### config.mk
export PLATFORM = sky130hd
export DESIGN_NAME = voxel_dispatcher
export DESIGN_NICKNAME = d
export VERILOG_FILES = /design/src/rtl/gpu_pkg.sv /design/src/rtl/pixel_scanner.sv /design/src/rtl/voxel_dispatcher.sv
export SDC_FILE = /design/constraint.sdc
export NUM_CORES = 1
export LEC_CHECK = 0
export ABC_AREA = 1
export CAP_MARGIN = 20
export CORE_MARGIN = 5
export CORE_UTILIZATION = 50
export CTS_BUF_LIST = sky130_fd_sc_hd__clkbuf_8 sky130_fd_sc_hd__clkbuf_16
export DETAILED_ROUTE_END_ITERATION = 8
export DONT_BUFFER_PORTS = 1
export PLACE_DENSITY = 0.65
export SYNTH_ARGS = -nofsm -noshare
export SYNTH_HDL_FRONTEND = slang
export SYNTH_HIERARCHICAL = 1
export SYNTH_SLANG_ARGS = --single-unit
### constraint.sdc
create_clock -name clock -period 4.9 [get_ports clock]
set_clock_uncertainty 0.2 [all_clocks]
set_input_delay 0.98 -clock clock [delete_from_list [all_inputs] [get_ports clock]]
set_output_delay 0.98 -clock clock [all_outputs]
set_load 0.05 [all_outputs]
### src/rtl/gpu_pkg.sv
// Shared types for the voxel front end: packed voxel word and dispatcher state encoding.
// Width defaults here are the ones the shader array is built with.
package gpu_pkg;

  localparam int COORD_BITS_DEF   = 8;
  localparam int PALETTE_BITS_DEF = 8;
  localparam int PIXEL_BITS_DEF   = 8;

  // Field order matches the voxel memory word: {id,z,y,x}, x in the LSBs.
  typedef struct packed {
    logic [PALETTE_BITS_DEF-1:0] id;
    logic [COORD_BITS_DEF-1:0]   z;
    logic [COORD_BITS_DEF-1:0]   y;
    logic [COORD_BITS_DEF-1:0]   x;
  } voxel_t;

  typedef enum logic [3:0] {
    ST_IDLE,
    ST_FETCH,
    ST_LOAD,
    ST_RASTER,
    ST_RWAIT,
    ST_SHADE,
    ST_SWAIT,
    ST_READOUT,
    ST_DONE
  } disp_state_t;

endpackage

### src/rtl/pixel_scanner.sv
// Row-major row/col walker for the shared pixel bus; valid follows 'active' combinationally.
// Position advances only on valid&&ready, so it holds under backpressure and wraps to (0,0) after the last pixel.
module pixel_scanner #(
  parameter int ROWS     = 4,
  parameter int COLS     = 4,
  parameter int ROW_BITS = 8,
  parameter int COL_BITS = 8
) (
  input  logic                clock,
  input  logic                reset,
  input  logic                active,
  input  logic                out_ready,
  output logic                out_valid,
  output logic [ROW_BITS-1:0] row,
  output logic [COL_BITS-1:0] col,
  output logic                last_accept
);

  logic fire;
  logic last;

  assign out_valid   = active;
  assign fire        = active && out_ready;
  assign last        = (row == ROW_BITS'(ROWS - 1)) && (col == COL_BITS'(COLS - 1));
  assign last_accept = fire && last;

  always_ff @(posedge clock or negedge reset) begin
    if (!reset) begin
      row <= '0;
      col <= '0;
    end else if (fire) begin
      if (col == COL_BITS'(COLS - 1)) begin
        col <= '0;
        row <= last ? '0 : row + ROW_BITS'(1);
      end else begin
        col <= col + COL_BITS'(1);
      end
    end
  end

endmodule

### src/rtl/voxel_dispatcher.sv
// Frame sequencer for the pixel_shader array: fetch/broadcast each voxel, shade once, then stream the frame out.
// Voxel cost is at least 5 cycles; readout stalls on out_ready and a shader that never reports done stalls forever.
module voxel_dispatcher
  import gpu_pkg::*;
#(
  parameter int ROWS         = 4,
  parameter int COLS         = 4,
  parameter int ROW_BITS     = 8,
  parameter int COL_BITS     = 8,
  parameter int COORD_BITS   = COORD_BITS_DEF,
  parameter int PALETTE_BITS = PALETTE_BITS_DEF,
  parameter int PIXEL_BITS   = PIXEL_BITS_DEF,
  parameter int VADDR_BITS   = 10
) (
  input  logic                               clock,
  input  logic                               reset,
  input  logic                               start,
  input  logic [VADDR_BITS-1:0]              voxel_count,
  output logic                               busy,
  output logic                               frame_done,
  output logic                               vmem_rd,
  output logic [VADDR_BITS-1:0]              vmem_addr,
  input  logic [3*COORD_BITS+PALETTE_BITS-1:0] vmem_rdata,
  output logic [COORD_BITS-1:0]              voxel_x,
  output logic [COORD_BITS-1:0]              voxel_y,
  output logic [COORD_BITS-1:0]              voxel_z,
  output logic [PALETTE_BITS-1:0]            voxel_id,
  output logic                               do_rasterize,
  output logic                               do_shade,
  input  logic [ROWS*COLS-1:0]               rasterizing_done,
  input  logic [ROWS*COLS-1:0]               shading_done,
  output logic [ROW_BITS-1:0]                row,
  output logic [COL_BITS-1:0]                col,
  input  logic [PIXEL_BITS-1:0]              pixel,
  output logic                               out_valid,
  input  logic                               out_ready,
  output logic [PIXEL_BITS-1:0]              out_pixel,
  output logic [ROW_BITS-1:0]                out_row,
  output logic [COL_BITS-1:0]                out_col
);

  disp_state_t           state;
  logic [VADDR_BITS-1:0] idx;
  logic [VADDR_BITS-1:0] count;
  logic [VADDR_BITS-1:0] idx_next;
  logic                  blank;
  logic                  last_accept;

  assign idx_next = idx + VADDR_BITS'(1);

  always_ff @(posedge clock or negedge reset) begin
    if (!reset) begin
      state        <= ST_IDLE;
      idx          <= '0;
      count        <= '0;
      blank        <= 1'b0;
      busy         <= 1'b0;
      frame_done   <= 1'b0;
      vmem_rd      <= 1'b0;
      vmem_addr    <= '0;
      voxel_x      <= '0;
      voxel_y      <= '0;
      voxel_z      <= '0;
      voxel_id     <= '0;
      do_rasterize <= 1'b0;
      do_shade     <= 1'b0;
    end else begin
      vmem_rd      <= 1'b0;
      do_rasterize <= 1'b0;
      do_shade     <= 1'b0;
      frame_done   <= 1'b0;
      case (state)
        ST_IDLE: begin
          if (start) begin
            count <= voxel_count;
            idx   <= '0;
            busy  <= 1'b1;
            if (voxel_count == '0) begin
              state    <= ST_SHADE;
              do_shade <= 1'b1;
            end else begin
              state     <= ST_FETCH;
              vmem_rd   <= 1'b1;
              vmem_addr <= '0;
            end
          end
        end
        ST_FETCH: state <= ST_LOAD;
        ST_LOAD: begin
          {voxel_id, voxel_z, voxel_y, voxel_x} <= vmem_rdata;
          do_rasterize <= 1'b1;
          state        <= ST_RASTER;
        end
        ST_RASTER: begin
          blank <= 1'b1;
          state <= ST_RWAIT;
        end
        // Done levels on the first wait cycle may still belong to the previous voxel.
        ST_RWAIT: begin
          if (blank) begin
            blank <= 1'b0;
          end else if (&rasterizing_done) begin
            idx <= idx_next;
            if (idx_next == count) begin
              state    <= ST_SHADE;
              do_shade <= 1'b1;
            end else begin
              state     <= ST_FETCH;
              vmem_rd   <= 1'b1;
              vmem_addr <= idx_next;
            end
          end
        end
        ST_SHADE: begin
          blank <= 1'b1;
          state <= ST_SWAIT;
        end
        ST_SWAIT: begin
          if (blank) begin
            blank <= 1'b0;
          end else if (&shading_done) begin
            state <= ST_READOUT;
          end
        end
        ST_READOUT: begin
          if (last_accept) begin
            state      <= ST_DONE;
            frame_done <= 1'b1;
          end
        end
        ST_DONE: begin
          state <= ST_IDLE;
          busy  <= 1'b0;
        end
        default: begin
          state <= ST_IDLE;
          busy  <= 1'b0;
        end
      endcase
    end
  end

  pixel_scanner #(
    .ROWS     (ROWS),
    .COLS     (COLS),
    .ROW_BITS (ROW_BITS),
    .COL_BITS (COL_BITS)
  ) u_scanner (
    .clock       (clock),
    .reset       (reset),
    .active      (state == ST_READOUT),
    .out_ready   (out_ready),
    .out_valid   (out_valid),
    .row         (row),
    .col         (col),
    .last_accept (last_accept)
  );

  assign out_row   = row;
  assign out_col   = col;
  assign out_pixel = out_valid ? pixel : '0;

endmodule

==> impl_metrics.ini, run 1 <==
[status]
outcome = completed

[worst_setup_path]
crit_family = simple AND/OR/NAND/NOR gates
slowest_delay_ns = 0.72
critPathKind = reg -> out
cp_data_arrival_time_ns = 2.43
path_common_cell = inv_1
crit_buf_inv = 3
cp_slowest_cell = nor2_2
cp.required_ns = 3.72
start_kind = register
path_cells = inv_1 > nor2_1 > inv_1 > nor2_2 > nand2_1 > inv_1
crit_fanout = 11
cp-end-kind = primary output

[clock_tree]
cts_setup_buffers = 0
clockBufferDepth = 2
cts_hold_buf = 0
numCtsBuffers = 9
root_buffer = clkbuf_8
clock_latency_ns = 0.35
cts.repair.resized = 0
clk_pin_slew_worst_paths_ns = 0.10
cts_tree = done
cts_max_level = 3
clkSinkCount = 88

[route]
viasPerCell = 5.21
drt.antenna.violating_nets = 0
firstDrtPassIters = 4
routed_wl_mm = 10.7
wl_per_cell_um = 15.2
drc = 0
num_vias = 3690
drtIter0Drc = 171

[grt]
grtUsageMet1_pct = 23.3
overflow = 0
grt_start_max_net_pins = 89
grt_pass1_vias = 3672
antenna_found_initial = 0
gr-usage-all-layers_pct = 19.2
grt_pass1_wl_mm = 17.7
top_usage_layer = met2
gr-usage-met3_pct = 4.65
grt_util_met2_pct = 34.4

[die]
initial_core_util_pct = 51.8
pin_count = 174
core_mm2 = 0.00876
rows = 34
fp.dieW_um = 105
die_area_mm2 = 0.0111
dieHeight_um = 105

[timing]
finalSetupTns_ns = 0
slew_violations = 0
worst_slew_pin_slew_ns = 1.10
final.period_utilization_pct = 73.7
relSlewSlack_pct = 26.6
setup_viol = 0
hold_viol_final = 0
period_minus_slack_ns = 3.61
fmax_mhz = 277
rsz0062_at_grt = false

[synthesis]
synth_top_family_by_area = simple AND/OR/NAND/NOR gates
ys_ff_latch = 88
synthXorXnorAreaFrac_pct = 0.965
synth_compound_area_share_pct = 4.88
yosys-top-cells-area = dfrtp_1, nand2_1, inv_1, nand3_1, nor2_1
synth-simple-area-share_pct = 34.7
avgSynthCellArea_um2 = 7.39
synth-adder-area-share_pct = 0.827
synth-seq-area-share_pct = 48.5
synthesis.instances = 614
synth_cell_types = 33
syn_area_mm2 = 0.00454
yosysTopAreaCell = dfrtp_1
synthMuxAreaShare_pct = 0
synth_top_area_share_pct = 48.5
synth_warnings = 6
synthesis.nets = 703

[placement]
gp_congestion = 0.868
port_buffers = 0
dpl.hpwl_mm = 8.14

[final_layout]
drive_gt1_share_pct = 5.67
diodes = 0
final_core_util_pct = 53.4
area_growth_pct = 3.20
nets = 684
final_cell_mix = nand2_1, dfrtp_1, inv_1
final_common_cell = nand2_1

[pwr]
power_density_mw_per_mm2 = 608
ir_drop_uv = 278
leakage_nw = 2.49

[hold_path]
min_path_type = in -> async

[job]
max_cap_viol_count = 0
-- cell usage after synthesis --
cell type / n
nand2_1: 254
dfrtp_1: 88
inv_1: 62
nor2_1: 49
nand3_1: 44
buf_4: 17
o21ai_0: 17
nand4_1: 12
o21ai_1: 12
clkbuf_1: 8
nor3_1: 6
a21oi_1: 5
nor2_2: 5
buf_6: 4
inv_2: 4
ha_1: 3
nand2_2: 3
xor2_1: 3
nand3b_1: 2
o22ai_1: 2
xnor2_1: 2
a21o_1: 1
a22oi_1: 1
buf_1: 1
buf_2: 1
nand2_4: 1
nor2_4: 1
nor3_2: 1
nor3b_1: 1
nor4_1: 1
o211ai_1: 1
o21ai_2: 1
o21bai_1: 1
-- worst reg2reg max path: stages (launching register included) --
cell,delay [ns]
dfrtp_1,0.44
inv_1,0.06
nor2_1,0.27
inv_1,0.09
nor2_2,0.72
nand2_1,0.28
inv_2,0.22
nand3_1,0.17
inv_1,0.14
nand3_1,0.07
nand2_1,0.10
nor2_1,0.04
-- where the power goes --
part / switching [mW] / total (mW) / internal, mW
clock: 0.290 / 0.535 / 0.246
combinational: 0.429 / 0.631 / 0.201
sequential: 0.748 / 1.68 / 0.932
total: 1.47 / 2.85 / 1.38
-- kinds of logic after synthesis --
family | count (synthesis)
AOI/OAI and AO/OA | 41
xor gates and xnor gates | 5
adders and majority gates | 3
buffers and inverters | 97
DFF | 88
and+or+nand+nor | 380
-- stage by stage --
stage               total power [mW]  cells  setup WS (ns)  hold WS (ns)  area [um2]
finish                          2.85    708           1.29         0.109        4680
global route                    3.02    708           1.10        0.0806        4680
CTS                             2.87    708           1.26        0.0907        4680
detailed placement              2.34    692           1.66         0.301        4470
global placement                2.31    692           1.78         0.278        4470
floorplan                       2.18    614           2.04         0.255        4540
-- sequential cells by signal, indices dropped and copies added (netlist names) --
register,flops
count,10
state,4
u_scanner/col,8
busy,1
idx,10
vmem_rd,1
frame_done,1
blank,1
do_shade,1
voxel_x,8
do_rasterize,1
vmem_addr,10
voxel_z,8
voxel_y,8
voxel_id,8
u_scanner/row,8
-- path summary, 6_finish.rpt --
path / startpoint / to / slack (ns) / depth (start not counted)
worst max-delay path: state[2]$_DFFE_PN0P_ / out_pixel[7] / 1.29 / 6
worst min-delay path: reset / u_scanner/col[4]$_DFFE_PN0P_ / 0.11 / 0
worst max register to register: state[2]$_DFFE_PN0P_ / u_scanner/col[6]$_DFFE_PN0P_ / 2.00 / 11
worst min register to register: count[1]$_DFFE_PN0P_ / count[1]$_DFFE_PN0P_ / 0.32 / 2
max in group asynchronous: reset / voxel_y[6]$_DFFE_PN0P_ / 4.25 / 0
min in group clock: count[1]$_DFFE_PN0P_ / count[1]$_DFFE_PN0P_ / 0.32 / 2
-- layer usage --
layer  part of all wire, %  wire length [um]  vias up
met5                     0                 0        -
met4                  0.64                69        0
met3                   6.0               640        7
met2                    52              5590      110
met1                    41              4450     1710
li1                      -                 -     1863
-- area by class of cell --
| cell class | count | area [um2] |
|---|---|---|
| multi-input combinational | 429 | 1880 |
| clock inverter | 7 | 87.6 |
| inverter | 66 | 248 |
| sequential | 88 | 2200 |
| fill | 863 | 4080 |
| tap | 108 | 135 |
| timing repair buffer | 1 | 7.51 |
| clock buffer | 9 | 124 |
No activity file was read; power rests on OpenSTA's default activity.
==> run 2, diff against run 1 <==
==> constraint.sdc (replaced) <==
create_clock -name clock -period 3.6 [get_ports clock]
set_clock_uncertainty 0.2 [all_clocks]
set_input_delay 0.72 -clock clock [delete_from_list [all_inputs] [get_ports clock]]
set_output_delay 0.72 -clock clock [all_outputs]
set_load 0.05 [all_outputs]
==> run 2 against run 1 <==
Sequential share of layout area decreased by 1.2 points. Setup slack worse by 0.60 ns. Count of clock-buffer cells in the layout is the same. Clock power is 51% higher. Non-clock buffer count up 10. Cell count up 1.4%. Sequential power up 32%. Via count is 0.92% higher. Critical path depth is the same. Power up 40%.
==> impl_metrics.ini, run 2 (synthesis gave the netlist of run 1 again) <==
[status]
outcome = completed

[clock_tree]
clock_latency_ns = 0.37
cts.repair.resized = 0
clockBufferDepth = 2
cts_tree = done
cts_max_level = 3
cts_setup_buffers = 0
clk_pin_slew_worst_paths_ns = 0.10
root_buffer = clkbuf_8
numCtsBuffers = 9
cts_hold_buf = 1
clkSinkCount = 88

[route]
num_vias = 3724
routed_wl_mm = 11.0
drtIter0Drc = 175
drt.antenna.violating_nets = 0
wl_per_cell_um = 15.3
firstDrtPassIters = 4
drc = 0
viasPerCell = 5.19

[die]
core_mm2 = 0.00876
die_area_mm2 = 0.0111
initial_core_util_pct = 51.8
fp.dieW_um = 105
pin_count = 174
rows = 34
dieHeight_um = 105

[worst_setup_path]
critPathKind = reg -> out
slowest_delay_ns = 0.44
r2r-start = idx[0]$_DFFE_PN0P_
cp_data_arrival_time_ns = 1.99
path_cells = inv_1 > nor2_1 > inv_1 > nor2_2 > nand2_1 > inv_1
startpoint = state[2]$_DFFE_PN0P_
crit_fanout = 11
cp-end-kind = primary output
rrSetupSlack_ns = 1.16
path_common_cell = inv_1
start_kind = register
cp_slowest_cell = dfrtp_1
cp.required_ns = 2.68

[placement]
gp_congestion = 0.910
dpl.hpwl_mm = 8.23
pre_cts_ws_ns = 1.07
port_buffers = 0

[final_layout]
fillers = 846
area_growth_pct = 5.85
nets = 694
multi_input_area_mm2 = 0.00188
largest_registers = count: 10 flops, idx: 10 flops, vmem_addr: 10 flops
regArea_mm2 = 0.00220
final_common_cell = nand2_1
diodes = 0
final_cell_mix = nand2_1, dfrtp_1, inv_1
final_core_util_pct = 54.8
drive_gt1_share_pct = 7.21

[timing]
period_minus_slack_ns = 2.91
finalSetupTns_ns = 0
final.period_utilization_pct = 80.7
relSlewSlack_pct = 28.2
setup_viol = 0
timing.hold.ws_ns = 0.0148
fmax_mhz = 344
hold_viol_final = 0
rsz0062_at_grt = false
layout_setup_ws_ns = 0.694
slew_violations = 0
worst_slew_pin_slew_ns = 1.08

[grt]
grt_start_max_net_pins = 89
grt_pass1_wl_mm = 18.0
grt_pass1_vias = 3640
overflow = 0
antenna_found_initial = 0
gr-usage-all-layers_pct = 19.8

[pwr]
power_density_mw_per_mm2 = 832
leakage_nw = 2.57
ir_drop_uv = 282

[job]
max_cap_viol_count = 0

[hold_path]
min_path_type = in -> async
-- run 2: changes by cell type in the layout (fill, tap and decap cells not counted), sizes merged --
cell      delta
bufinv       +1
buf         +10
clkinvlp     -1
-- run 2: per-stage QoR --
stage / power [mW] / std cells / area [um2]
6_report: 4.00 / 718 / 4800
5_1_grt: 4.26 / 718 / 4800
4_1_cts: 4.04 / 718 / 4800
3_5_place_dp: 3.21 / 701 / 4540
3_3_place_gp: 3.16 / 701 / 4540
2_1_floorplan: 2.97 / 614 / 4540
-- run 2: path summary, 6_finish.rpt --
path                                                      to  cells after the start
worst max-delay path                            out_pixel[1]                      6
worst min-delay path            u_scanner/col[5]$_DFFE_PN0P_                      1
worst max register to register      vmem_addr[9]$_DFFE_PN0P_                     12
worst min register to register          count[1]$_DFFE_PN0P_                      2
max in group asynchronous       u_scanner/row[2]$_DFFE_PN0P_                      1
min in group clock                    voxel_z[7]$_DFFE_PN0P_                      2
-- run 2: report_power, final --
part           switching [mW]  internal (mW)  total [mW]  leakage [nW]
Combinational           0.684          0.294       0.977          1.32
Sequential              0.940           1.27        2.21          1.14
Clock                   0.402          0.407       0.809         0.115
Total                    2.03           1.97        4.00          2.57
-- run 2: metal layers --
metal,vias to the layer above,global-route usage (%),routed length [um]
li1,1876,-,-
met1,1722,24.4,4480
met2,111,33.9,5570
met3,15,5.01,700
met4,0,6.39,217
met5,-,0,0
-- run 2: worst max-delay path, delay by kind of cell, from the launching register on --
kind	cells	cell delay, ns
and+or+nand+nor	3	0.69
buffers and inverters	3	0.51
DFF	1	0.44
-- run 2: final cells by class --
type                       instances  area share, %
multi-input combinational        429           39.1
clock inverter                     7           2.34
sequential                        88           45.8
inverter                          66           5.16
tap                              108           2.81
timing repair buffer              11           2.14
clock buffer                       9           2.58
==> run 3, diff against run 2 <==
--- a/config.mk
+++ b/config.mk
@@ -12,7 +12,7 @@
 export CTS_BUF_LIST = sky130_fd_sc_hd__clkbuf_8 sky130_fd_sc_hd__clkbuf_16
 export DETAILED_ROUTE_END_ITERATION = 8
 export DONT_BUFFER_PORTS = 1
-export PLACE_DENSITY = 0.65
+export PLACE_DENSITY = 0.68
 export SYNTH_ARGS = -nofsm -noshare
 export SYNTH_HDL_FRONTEND = slang
 export SYNTH_HIERARCHICAL = 1
==> constraint.sdc (replaced) <==
create_clock -name clock -period 2.5 [get_ports clock]
set_clock_uncertainty 0.2 [all_clocks]
set_input_delay 0.5 -clock clock [delete_from_list [all_inputs] [get_ports clock]]
set_output_delay 0.5 -clock clock [all_outputs]
set_load 0.05 [all_outputs]
==> run 3 against run 2 <==
The flow now finishes with violations (hold timing). Critical path depth did not move. Count of clock-buffer cells in the layout did not move. Non-clock buffer count rose by 18. Critical path type unchanged. Sequential power rose by 43%. Design area rose by 3.6%. Cell count rose by 2.5%. Highest routed layer unchanged.
==> impl_metrics.ini, run 3 (synthesis gave the netlist of run 1 again) <==
[grt]
grt_pass1_wl_mm = 18.0
grt_start_max_net_pins = 89
overflow = 0
gr-usage-all-layers_pct = 19.7
antenna_found_initial = 0
grt_pass1_vias = 3661

[status]
violations = hold timing
outcome = complete, but fails checks

[clock_tree]
cts_tree = done
clk_pin_slew_worst_paths_ns = 0.10
root_buffer = clkbuf_8
clock_latency_ns = 0.37
cts_max_level = 3
clkSinkCount = 88
numCtsBuffers = 9
clockBufferDepth = 2

[pwr]
leakage_nw = 2.62
ir_drop_uv = 485
power_density_mw_per_mm2 = 1130

[final_layout]
nets = 712
final_common_cell = nand2_1
largest_registers = count: 10 flops, idx: 10 flops, vmem_addr: 10 flops
area_growth_pct = 9.70
drive_gt1_share_pct = 10.8
final_core_util_pct = 56.8
final_cell_mix = nand2_1, dfrtp_1, inv_1
diodes = 0

[timing]
setup_viol = 0
worst_slew_pin_slew_ns = 0.556
fmax_mhz = 422
timing.hold.ws_ns = -0.381
final.period_utilization_pct = 94.8
period_minus_slack_ns = 2.37
slew_violations = 0
hold_viol_final = 88
finalSetupTns_ns = 0
relSlewSlack_pct = 62.9

[placement]
port_buffers = 0
gp_congestion = 0.886
dpl.hpwl_mm = 8.23

[worst_setup_path]
critPathKind = reg -> out
start_kind = register
crit_fanout = 7
cp-end-kind = primary output
cp.required_ns = 1.80
cp_data_arrival_time_ns = 1.67

[die]
rows = 34
dieHeight_um = 105
core_mm2 = 0.00876
fp.dieW_um = 105
initial_core_util_pct = 51.8
die_area_mm2 = 0.0111
pin_count = 174

[route]
wl_per_cell_um = 14.8
drt.antenna.violating_nets = 0
drtIter0Drc = 268
viasPerCell = 5.15
drc = 0
routed_wl_mm = 10.9
firstDrtPassIters = 4
num_vias = 3788

[hold_path]
min_path_type = in -> async

[job]
max_cap_viol_count = 0
[run 3: cell count changes in the layout (fill, tap and decap cells not counted), sizes merged]
cell and delta:
inv -2, clkinvlp +3, buf +18, clkinv +1, bufinv -2
[run 3: worst paths after layout]
kind | startpoint | end | slack (ns) | cells after the start
worst max-delay path | state[3]$_DFFE_PN0P_ | out_pixel[5] | 0.13 | 6
worst min-delay path | reset | do_shade$_DFF_PN0_ | -0.38 | 0
worst max register to register | idx[0]$_DFFE_PN0P_ | vmem_addr[7]$_DFFE_PN0P_ | 0.26 | 13
worst min register to register | count[8]$_DFFE_PN0P_ | count[8]$_DFFE_PN0P_ | 0.31 | 2
max in group asynchronous | reset | u_scanner/row[7]$_DFFE_PN0P_ | 2.34 | 0
min in group clock | vmem_rdata[9] | voxel_y[1]$_DFFE_PN0P_ | 0.03 | 2
[run 3: worst max-delay path, stage by stage, from the launching register on]
cell	delay [ns]
dfrtp_1	0.43
nor2_1	0.15
inv_1	0.06
nor2_2	0.12
buf_6	0.20
nand2_1	0.11
clkinvlp_4	0.21
[run 3: report_power, final]
part           total (mW)  switching, mW  leakage, nW  internal, mW
Combinational        1.49           1.03         1.39         0.467
Clock               0.979          0.590       0.0955         0.389
Sequential           3.15           1.32         1.14          1.83
Total                5.62           2.93         2.62          2.69
[run 3: layer usage]
metal,routed length (um),vias up,track usage [%]
met5,0,-,0
met4,225,0,7.40
met3,819,18,5.87
met2,5410,126,32.0
met1,4450,1731,24.8
li1,-,1913,-
[run 3: through the flow]
stage	hold slack [ns]	power (mW)	instance area (um2)	instances	setup slack (ns)
floorplan	0.00441	4.28	4540	614	0.122
global placement	0.00783	4.60	4730	718	0.273
detailed placement	0.00750	4.64	4730	718	0.147
CTS	-0.403	5.63	4930	734	0.0365
global route	-0.416	5.98	4980	736	-0.00291
finish	-0.381	5.62	4980	736	0.130
[run 3: layout make-up]
cell class	count	area, um2
multi-input cells	429	1910
clock buffers	9	124
fillers	843	3780
repair buffers	29	282
inverters	66	259
clock inverters	7	70.1
flip-flops and latches	88	2200
well taps	108	135
[run 3: repair_timing]
action	in CTS	in global routing
hold endpoints to repair	88	88
gates resized for setup	3	8
cloned	0	1
endpoints found under the setup margin	3	19
setup buffers	0	1
